--- src/rtl/peripheral_msi_pkg_ahb3.sv ---
// Shared definitions for the AHB3 slave-port arbiter: HTRANS encodings,
// arbiter state enum and the default aging limit.
package peripheral_msi_pkg_ahb3;

  localparam logic [1:0] HTRANS_IDLE   = 2'b00;
  localparam logic [1:0] HTRANS_BUSY   = 2'b01;
  localparam logic [1:0] HTRANS_NONSEQ = 2'b10;
  localparam logic [1:0] HTRANS_SEQ    = 2'b11;

  localparam int unsigned MSI_AGE_LIMIT_DEFAULT = 64;

  typedef enum logic [1:0] {
    ARB_IDLE   = 2'd0,
    ARB_BUSY   = 2'd1,
    ARB_LOCKED = 2'd2
  } arb_state_e;

endpackage

--- src/rtl/peripheral_msi_rr_pick.sv ---
// Combinational round-robin pick.
// Searches req starting at the index after last, wrapping around; returns
// the first hit as one-hot plus binary index, and whether any bit was set.
//   req        : candidate mask
//   last       : previous winner index (search starts at last+1)
//   pick_oh_c  : one-hot winner
//   pick_idx_c : binary winner index
//   any_c      : at least one candidate present
module peripheral_msi_rr_pick #(
  parameter int unsigned N  = 5,
  parameter int unsigned IW = 3
) (
  input  logic [N-1:0]  req,
  input  logic [IW-1:0] last,
  output logic [N-1:0]  pick_oh_c,
  output logic [IW-1:0] pick_idx_c,
  output logic          any_c
);

  // Walk N positions after last; the last position visited is last itself,
  // so the previous winner only wins again when nobody else is a candidate.
  always_comb begin
    logic [IW-1:0] pos;
    pick_oh_c  = '0;
    pick_idx_c = '0;
    any_c      = 1'b0;
    pos        = '0;
    for (int unsigned k = 1; k <= N; k++) begin
      pos = IW'((32'(last) + k) % N);
      if (!any_c && req[pos]) begin
        any_c          = 1'b1;
        pick_oh_c[pos] = 1'b1;
        pick_idx_c     = pos;
      end
    end
  end

endmodule

--- src/rtl/peripheral_msi_arbiter_ahb3.sv ---
// Per-slave-port AHB3 arbiter with registered grant.
// Priority arbitration with round-robin among equal keys; grant is held
// through bursts (until can_switch or request drop) and HMASTLOCK sequences.
// Optional starvation aging is enabled by defining MSI_ARB_AGING_EN.
//   HCLK, HRESETn   : clock, async active-low reset
//   mst_priority    : per-master priority, higher wins
//   mst_req         : per-master request to this slave
//   mst_HTRANS      : per-master transfer type
//   mst_HMASTLOCK   : per-master lock
//   can_switch      : per-master burst-boundary indication
//   slv_HREADY      : slave accepted address phase; all arbitration advances on it
//   granted_master  : one-hot address-phase grant
//   granted_idx     : binary index of granted_master
//   grant_valid     : owner is an active requester
//   data_master     : one-hot data-phase owner
//   starved         : per-master aged flags
module peripheral_msi_arbiter_ahb3
  import peripheral_msi_pkg_ahb3::*;
#(
  parameter int unsigned MASTERS   = 5,
  parameter int unsigned PRIO_W    = 3,
  parameter int unsigned AGE_W     = 8,
  parameter int unsigned AGE_LIMIT = MSI_AGE_LIMIT_DEFAULT,
  localparam int unsigned IDX_W    = (MASTERS > 1) ? $clog2(MASTERS) : 1,
  localparam int unsigned KEY_W    = PRIO_W + 1
) (
  input  logic                      HCLK,
  input  logic                      HRESETn,
  input  logic [MASTERS*PRIO_W-1:0] mst_priority,
  input  logic [MASTERS-1:0]        mst_req,
  input  logic [MASTERS*2-1:0]      mst_HTRANS,
  input  logic [MASTERS-1:0]        mst_HMASTLOCK,
  input  logic [MASTERS-1:0]        can_switch,
  input  logic                      slv_HREADY,
  output logic [MASTERS-1:0]        granted_master,
  output logic [IDX_W-1:0]          granted_idx,
  output logic                      grant_valid,
  output logic [MASTERS-1:0]        data_master,
  output logic [MASTERS-1:0]        starved
);

  arb_state_e         state_q, state_d;
  logic [MASTERS-1:0] grant_q, grant_d;
  logic [IDX_W-1:0]   idx_q, idx_d;
  logic [IDX_W-1:0]   last_q, last_d;
  logic               valid_q, valid_d;
  logic [MASTERS-1:0] data_q;

  logic [1:0]         htrans [MASTERS];
  logic [KEY_W-1:0]   key    [MASTERS];
  logic [MASTERS-1:0] aged;
  logic [KEY_W-1:0]   max_key;
  logic [MASTERS-1:0] top_mask;

  logic [MASTERS-1:0] pick_oh_c;
  logic [IDX_W-1:0]   pick_idx_c;
  logic               pick_any_c;

  // Unpack per-master fields and form the arbitration key {aged, priority}.
  always_comb begin
    for (int i = 0; i < MASTERS; i++) begin
      htrans[i] = mst_HTRANS[2*i +: 2];
      key[i]    = {aged[i], mst_priority[PRIO_W*i +: PRIO_W]};
    end
  end

  // Highest key among requesters, and the set of requesters holding it.
  always_comb begin
    max_key  = '0;
    top_mask = '0;
    for (int i = 0; i < MASTERS; i++) begin
      if (mst_req[i] && (key[i] > max_key)) max_key = key[i];
    end
    for (int i = 0; i < MASTERS; i++) begin
      top_mask[i] = mst_req[i] && (key[i] == max_key);
    end
  end

  peripheral_msi_rr_pick #(
    .N  (MASTERS),
    .IW (IDX_W)
  ) u_rr_pick (
    .req        (top_mask),
    .last       (last_q),
    .pick_oh_c  (pick_oh_c),
    .pick_idx_c (pick_idx_c),
    .any_c      (pick_any_c)
  );

  // Next-state logic: everything holds unless slv_HREADY is high.
  always_comb begin
    logic rearb;
    state_d = state_q;
    grant_d = grant_q;
    idx_d   = idx_q;
    last_d  = last_q;
    valid_d = valid_q;
    rearb   = 1'b0;
    if (slv_HREADY) begin
      unique case (state_q)
        ARB_IDLE: rearb = 1'b1;
        ARB_BUSY: begin
          // Lock entry takes precedence over a burst-boundary switch.
          if (mst_HMASTLOCK[idx_q] && (htrans[idx_q] == HTRANS_NONSEQ)) begin
            state_d = ARB_LOCKED;
          end else if (can_switch[idx_q] || !mst_req[idx_q]) begin
            rearb = 1'b1;
          end
        end
        ARB_LOCKED: begin
          if (!mst_HMASTLOCK[idx_q] && (htrans[idx_q] == HTRANS_IDLE)) begin
            state_d = ARB_BUSY;
          end
        end
        default: state_d = ARB_IDLE;
      endcase
      if (rearb) begin
        if (pick_any_c) begin
          grant_d = pick_oh_c;
          idx_d   = pick_idx_c;
          last_d  = pick_idx_c;
          valid_d = 1'b1;
          state_d = ARB_BUSY;
        end else begin
          // Park on the current owner.
          valid_d = 1'b0;
          state_d = ARB_IDLE;
        end
      end
    end
  end

  // Arbiter state registers and data-phase pipeline.
  always_ff @(posedge HCLK or negedge HRESETn) begin
    if (!HRESETn) begin
      state_q <= ARB_IDLE;
      grant_q <= MASTERS'(1);
      idx_q   <= '0;
      last_q  <= IDX_W'(MASTERS - 1);
      valid_q <= 1'b0;
      data_q  <= '0;
    end else begin
      state_q <= state_d;
      grant_q <= grant_d;
      idx_q   <= idx_d;
      last_q  <= last_d;
      valid_q <= valid_d;
      if (slv_HREADY) data_q <= grant_q & {MASTERS{valid_q}};
    end
  end

`ifdef MSI_ARB_AGING_EN
  localparam logic [AGE_W-1:0] AGE_SAT = AGE_W'(AGE_LIMIT);

  logic [AGE_W-1:0]   age_q [MASTERS];
  logic [MASTERS-1:0] starved_q;

  // Waiting-time counters; run every cycle independent of slv_HREADY.
  // starved_q mirrors "next counter value == AGE_LIMIT".
  always_ff @(posedge HCLK or negedge HRESETn) begin
    if (!HRESETn) begin
      for (int i = 0; i < MASTERS; i++) age_q[i] <= '0;
      starved_q <= '0;
    end else begin
      for (int i = 0; i < MASTERS; i++) begin
        if (!mst_req[i] || grant_d[i]) begin
          age_q[i]     <= '0;
          starved_q[i] <= 1'b0;
        end else begin
          if (age_q[i] != AGE_SAT) age_q[i] <= age_q[i] + AGE_W'(1);
          starved_q[i] <= (age_q[i] >= (AGE_SAT - AGE_W'(1)));
        end
      end
    end
  end

  assign aged    = starved_q;
  assign starved = starved_q;
`else
  logic unused_age_cfg;
  assign unused_age_cfg = ^(AGE_W'(AGE_LIMIT));
  assign aged    = '0;
  assign starved = '0;
`endif

  assign granted_master = grant_q;
  assign granted_idx    = idx_q;
  assign grant_valid    = valid_q;
  assign data_master    = data_q;

endmodule

--- config.mk ---
export PLATFORM = sky130hd
export DESIGN_NAME = peripheral_msi_arbiter_ahb3
export DESIGN_NICKNAME = d
export VERILOG_FILES = /design/src/rtl/peripheral_msi_pkg_ahb3.sv /design/src/rtl/peripheral_msi_rr_pick.sv /design/src/rtl/peripheral_msi_arbiter_ahb3.sv
export SDC_FILE = /design/constraint.sdc
export NUM_CORES = 1
export LEC_CHECK = 0
export CAP_MARGIN = 10
export CELL_PAD_IN_SITES_DETAIL_PLACEMENT = 0
export CELL_PAD_IN_SITES_GLOBAL_PLACEMENT = 1
export CORE_AREA = 2 2 97 99
export DETAILED_ROUTE_END_ITERATION = 12
export DIE_AREA = 0 0 99 101
export PLACE_DENSITY_LB_ADDON = 0.15
export SLEW_MARGIN = 10
export SYNTH_ARGS = -nofsm -noshare
export SYNTH_HDL_FRONTEND = slang
export SYNTH_SLANG_ARGS = --single-unit
--- constraint.sdc ---
create_clock -name HCLK -period 10.4 [get_ports HCLK]
set_input_delay 1.56 -clock HCLK [delete_from_list [all_inputs] [get_ports HCLK]]
set_output_delay 1.56 -clock HCLK [all_outputs]
set_load 0.01 [all_outputs]
==> results of run 1 <==
## state kept, by name (all words and copies together) (netlist names)
register,cells
last_q,1
data_master,5
grant_valid,1
state_q,2
granted_idx,3
granted_master,5
## per-layer routing
| layer | vias to the layer above | track usage [%] |
|---|---|---|
| met5 | - | 0 |
| met4 | 0 | 2.845 |
| met3 | 8 | 1.872 |
| met2 | 107 | 38.62 |
| met1 | 1883 | 30.38 |
| li1 | 2031 | - |
## cell families after synthesis
logic type               after synthesis
XOR/XNOR                              19
other                                  1
adder cells (fa/ha/maj)               33
AO/OA/AOI/OAI                        176
flip-flops                            17
buffers and inverters                 70
multiplexers                          22
AND/OR/NAND/NOR                      179
## worst max-delay path by stage
stage                         start                       endpoint  slack, ns  depth (start not counted)
finish              mst_priority[1]  granted_master[1]$_DFFE_PN0P_       0.54                         37
global route        mst_priority[1]  granted_master[1]$_DFFE_PN0P_       0.04                         37
CTS                      mst_req[0]  granted_master[1]$_DFFE_PN0P_       0.32                         37
detailed placement       mst_req[0]  granted_master[1]$_DFFE_PN0P_       0.08                         37
global placement         mst_req[0]  granted_master[3]$_DFFE_PN0P_       0.22                         36
floorplan           mst_priority[1]  granted_master[1]$_DFFE_PN0P_       1.01                         35
## timing repair
item	in CTS	in global routing
gates resized for setup	0	11
hold endpoints to repair	0	0
hold buffers	0	0
endpoints found under the setup margin	0	10
buffers inserted	0	4
## synthesized netlist by cell type, types with 5 or more instances
cell	count	share of area (%)
nor3_1	12	1.6
buf_4	8	1.6
a21oi_1	35	4.7
o21ai_0	32	4.3
clkbuf_1	16	1.6
xnor2_1	15	3.5
a31oi_1	10	1.7
mux2i_1	14	3.7
or3_1	7	1.2
a21o_1	5	1.0
nand2_1	48	4.8
dfrtp_1	15	10
a211oi_1	9	1.8
mux2_2	7	2.1
nand3_1	23	3.1
nor2_1	42	4.2
o21a_1	8	1.6
inv_1	42	4.2
o211ai_1	11	2.2
nand2b_1	8	1.3
o22ai_1	5	0.83
ha_1	33	11
## critical path, delay by kind of cell
| family | cells | cell delay, ns |
|---|---|---|
| adder cells (fa/ha/maj) | 4 | 1.28 |
| AO/OA/AOI/OAI | 15 | 3.46 |
| AND/OR/NAND/NOR | 9 | 1.62 |
| multiplexers | 2 | 0.50 |
| buffers and inverters | 7 | 1.53 |
## placed cells by master, fill, tap and decap left out, types with 3 or more instances in the layout
cell	synthesis	final
nand3b_1	4	4
conb_1	1	5
nand3_1	23	23
a31oi_1	10	10
clkbuf_8	0	3
and3_1	4	4
nand2_1	48	46
nor2_1	42	42
o21a_1	8	8
nor3b_1	3	3
ha_1	33	32
mux2i_1	14	13
inv_1	42	42
or2_2	3	3
nor3_1	12	11
nor2b_1	4	4
clkdlybuf4s50_1	0	55
a21oi_1	35	35
nand2b_1	8	8
or3_1	7	7
o22ai_1	5	5
o21bai_1	3	3
o2111ai_1	3	3
mux2_2	7	7
o21ai_1	4	5
o211ai_1	11	11
xor2_1	4	4
nor4_1	4	4
a211oi_1	9	8
a21o_1	5	5
dfrtp_1	15	15
buf_4	8	17
a221o_1	3	3
o21ai_0	32	31
a32o_1	3	3
xnor2_1	15	15
## per-stage QoR
step	instances	setup WS, ns	util (%)	area [um^2]
global placement	676	0.2189	49.63	4456
detailed placement	676	0.07974	49.63	4456
floorplan	521	1.009	-	3767
global route	684	0.04116	50.98	4577
CTS	680	0.3166	50.15	4502
finish	684	0.5444	50.98	4577
## cell type report
cell class                 count  area share (%)
multi-input combinational    434           67.47
timing repair buffer          74           15.53
sequential                    17           9.349
inverter                      44           3.609
tap                          111           3.034
clock buffer                   3          0.9021
clock inverter                 1          0.1093
==> impl_metrics.json, run 1 <==
{
  "r2r_slack_ns": 4.97,
  "path_class": "in2reg",
  "synth_seq_cells": 17,
  "hold_class": "reg2reg",
  "grt_pass1_vias": 3812,
  "synth-seq-area-share_pct": 11.40,
  "port_buffers": 56,
  "multi_input_area_um2": 3088,
  "grt_pass1_wl_um": 18580,
  "cts_tree": "yes",
  "synth.distinct_cells": 84,
  "ff2ff_path_depth": 21,
  "grt_max_degree": 40,
  "clk_latency_ns": 0.25,
  "fin_hold_ws_ns": 0.5255,
  "synth_mux_area_share_pct": 6.235,
  "drt_first_pass_iters": 5,
  "globalplace.congestion": 0.9377,
  "max_stage_delay_ns": 0.55,
  "clock_sinks": 17,
  "hold_violations": 0,
  "wl_per_cell_um": 16.20,
  "drt_iter0_markers": 218,
  "timing.final.crit_share_pct": 94.77,
  "yosysWarningCount": 0,
  "rows": 35,
  "cts_max_level": 1,
  "seq_area_um2": 427.9,
  "layout.nets": 650,
  "dp_hpwl_um": 8835,
  "synth-compound-area-share_pct": 34.48,
  "core-area_um2": 8977,
  "arrival_ns": 10.00,
  "dr_wl_met3_um": 399,
  "holdCritStartpoint": "data_master[2]$_DFFE_PN0P_",
  "fin_tns_setup_ns": 0,
  "rsz0062_at_grt": "no",
  "initial_core_util_pct": 41.80,
  "fmax_ghz": 0.1015,
  "synth_top_family_by_area": "compound AO/OA/AOI/OAI gates",
  "fill_cells": 943,
  "worst_pin_slew_ns": 0.9965,
  "setup_viol": 0,
  "slew_headroom_pct": 33.57,
  "dieArea_um2": 9999,
  "slowest_stage": "clkdlybuf4s50_1",
  "maxCapViolCount": 0,
  "final-max-slew-violation-count": 0,
  "clkTransAtPathRegs_ns": 0.07,
  "root_buffer": "clkbuf_8",
  "numCtsBuffers": 3,
  "synth-edff-count": 0,
  "synthFlopType": "dfrtp_1",
  "fin_skew_ns": 0.005956,
  "postRouteAntennaNets": 0,
  "r2r_start": "granted_idx[0]$_DFFE_PN0P_",
  "die_x_um": 99,
  "fin_crit_ns": 9.856,
  "route.top_layer_used": "met4",
  "syn2layout_area_growth_pct": 21.97,
  "antenna_found_initial": 0,
  "drive_gt1_share_pct": 10.65,
  "synth_xor_area_share_pct": 4.435,
  "die_h_um": 101,
  "worstSetupStartpointType": "input port",
  "pin_count": 62,
  "synth_cells": 517,
  "outcome": "completed",
  "synth-simple-area-share_pct": 24.51,
  "avgSynthCellArea_um2": 7.258,
  "track_usage_pct": 22.06,
  "worst_hold_path.endpoint": "data_master[2]$_DFFE_PN0P_",
  "whs_path_depth": 2,
  "diodes": 0,
  "synth_fa_ha_area_share_pct": 11.00,
  "totalWireLength_um": 11080,
  "r2r_end": "granted_idx[0]$_DFFE_PN0P_",
  "wl_met1_um": 5240,
  "vias": 4029,
  "avgViaCountPerCell": 5.890,
  "syn_area_um2": 3752,
  "overflow": 0,
  "drcViolationCount": 0,
  "clockBufferDepth": 2,
  "required_ns": 10.54,
  "cp-end-kind": "flip-flop",
  "async_reset_ff_share_pct": 100.0,
  "met2_length_um": 5335,
  "crit_fanout": 14
}
Power of run 1 is not shown: default switching activity piles up to over one toggle a cycle in this logic, so the estimate is an artifact.
==> inputs of run 2 (changes only) <==
Settings changed: CORE_AREA 2 2 97 99 to 2 2 89 91, DIE_AREA 0 0 99 101 to 0 0 91 93, DONT_BUFFER_PORTS from default to 1.
==> run 2 against run 1 <==
Against the previous run: hold slack improved by 0.016 ns; first-iteration DRC count is 42% higher; clock skew shrank 0.0038 ns; critical endpoint is now granted_idx[0]$_DFFE_PN0P_; largest cell class unchanged.
==> impl_metrics.json, run 2 (synthesis results as in run 1) <==
{
  "outcome": "completed",
  "slew_headroom_pct": 39.40,
  "grt_pass1_wl_um": 18000,
  "final_common_cell": "nand2_1",
  "globalplace.congestion": 0.9091,
  "rows": 32,
  "place_area_um2": 3811,
  "track_usage_pct": 25.52,
  "setup_viol": 0,
  "drt_first_pass_iters": 5,
  "fmax_ghz": 0.1033,
  "fin_area_um2": 3877,
  "die_h_um": 93,
  "avgViaCountPerCell": 6.282,
  "arrival_ns": 9.82,
  "worstSetupStartpointType": "input port",
  "cp_num_cells": 35,
  "diodes": 0,
  "clk_latency_ns": 0.25,
  "ff2ff_path_depth": 21,
  "fin_crit_ns": 9.681,
  "maxCapViolCount": 0,
  "grt_pass1_vias": 3694,
  "r2r_end": "granted_master[1]$_DFFE_PN0P_",
  "cp-endpoint": "granted_idx[0]$_DFFE_PN0P_",
  "port_buffers": 0,
  "r2r_start": "granted_idx[0]$_DFFE_PN0P_",
  "dp_cells": 603,
  "grt_max_degree": 41,
  "syn2layout_area_growth_pct": 3.334,
  "overflow": 0,
  "cpLargestDelayFamily": "compound AO/OA/AOI/OAI gates",
  "postCtsSetupRepairBufs": 0,
  "drcViolationCount": 0,
  "clock_sinks": 17,
  "slowest_stage": "a2111oi_2",
  "final-max-slew-violation-count": 0,
  "hold_violations": 0,
  "worst_pin_slew_ns": 0.9090,
  "r2r_slack_ns": 4.87,
  "cp-end-kind": "flip-flop",
  "antenna_found_initial": 0,
  "wl_per_cell_um": 17.66,
  "crit_top_cell": "ha_1",
  "required_ns": 10.53,
  "clkTransAtPathRegs_ns": 0.06,
  "clockBufferDepth": 2,
  "layout.nets": 582,
  "hold_class": "reg2reg",
  "pin_count": 62,
  "drt_iter0_markers": 310,
  "numCtsBuffers": 3,
  "dp_hpwl_um": 8470,
  "layout_common_cells": "48 x nand2_1, 42 x inv_1, 42 x nor2_1",
  "dieArea_um2": 8463,
  "fin_skew_ns": 0.002177,
  "final_cell_count_no_fill": 607,
  "initial_core_util_pct": 49.85,
  "core-area_um2": 7527,
  "path_class": "in2reg",
  "cp.buffers_inverters": 5,
  "totalWireLength_um": 10720,
  "die_x_um": 91,
  "cts_tree": "yes",
  "fill_cells": 799,
  "crit_fanout": 14,
  "vias": 3813,
  "cts_max_level": 1,
  "timing.final.crit_share_pct": 93.08,
  "root_buffer": "clkbuf_8",
  "rsz0062_at_grt": "no",
  "postRouteAntennaNets": 0,
  "fin_tns_setup_ns": 0,
  "max_stage_delay_ns": 0.52,
  "drive_gt1_share_pct": 8.515,
  "crit_path_start": "mst_priority[1]"
}
-- run 2: through the flow --
| step | hold slack [ns] | util [%] | worst slack, ns |
|---|---|---|---|
| 4_1_cts | 0.5460 | 51.23 | 0.7041 |
| 3_3_place_gp | 0.5310 | 50.63 | 0.6363 |
| 3_5_place_dp | 0.5294 | 50.63 | 0.4579 |
| 5_1_grt | 0.5980 | 51.51 | 0.06539 |
| 2_1_floorplan | 0.4936 | - | 1.009 |
| 6_report | 0.5420 | 51.51 | 0.7193 |
-- run 2: worst min-delay path by stage --
stage	from	depth (start not counted)	slack, ns	to
5_1_grt	data_master[1]$_DFFE_PN0P_	2	0.60	data_master[1]$_DFFE_PN0P_
4_1_cts	state_q[1]$_DFFE_PN0P_	2	0.55	state_q[1]$_DFFE_PN0P_
2_1_floorplan	state_q[1]$_DFFE_PN0P_	2	0.49	state_q[1]$_DFFE_PN0P_
3_3_place_gp	state_q[1]$_DFFE_PN0P_	2	0.53	state_q[1]$_DFFE_PN0P_
3_5_place_dp	state_q[1]$_DFFE_PN0P_	2	0.53	state_q[1]$_DFFE_PN0P_
6_report	granted_master[0]$_DFFE_PN1P_	2	0.54	granted_master[0]$_DFFE_PN1P_
-- run 2: layout make-up --
type / count / area (um^2) / area share (%)
Clock buffer: 4 / 45.04 / 1.162
Inverter: 44 / 165.2 / 4.259
Multi-Input combinational cell: 434 / 3067 / 79.09
Sequential cell: 17 / 427.9 / 11.04
Tap cell: 102 / 127.6 / 3.291
Timing Repair Buffer: 6 / 45.04 / 1.162
-- run 2: repair_timing --
| action | 4_1_cts | 5_1_grt |
|---|---|---|
| hold endpoints to repair | 0 | 0 |
| setup endpoints to repair | 0 | 4 |
| gates resized for setup | 0 | 5 |
| hold buffers | 0 | 0 |
-- run 2: worst register-to-register path, cell delays in order, from the launching register on --
cell and delay (ns):
dfrtp_1 0.33, buf_4 0.42, ha_1 0.52, xor2_1 0.49, ha_1 0.29, nor2_1 0.06
a21oi_1 0.14, o21ba_2 0.16, xnor2_1 0.14, inv_1 0.09, ha_1 0.22, nand2b_1 0.07
a21o_1 0.24, mux2_2 0.42, or2_2 0.29, inv_1 0.09, a221oi_1 0.09, a311o_1 0.43
nor4b_4 0.46, and2_4 0.22, a221o_1 0.14, mux2_2 0.14
-- run 2: layer usage --
layer | track usage, % | up-vias | wire length (um)
met2 | 45.68 | 122 | 5239
met4 | 6.692 | 0 | 291
li1 | - | 1888 | -
met1 | 32.64 | 1782 | 4634
met5 | 0 | - | 0
met3 | 2.901 | 21 | 552
Power of run 2 is left out for the same reason.
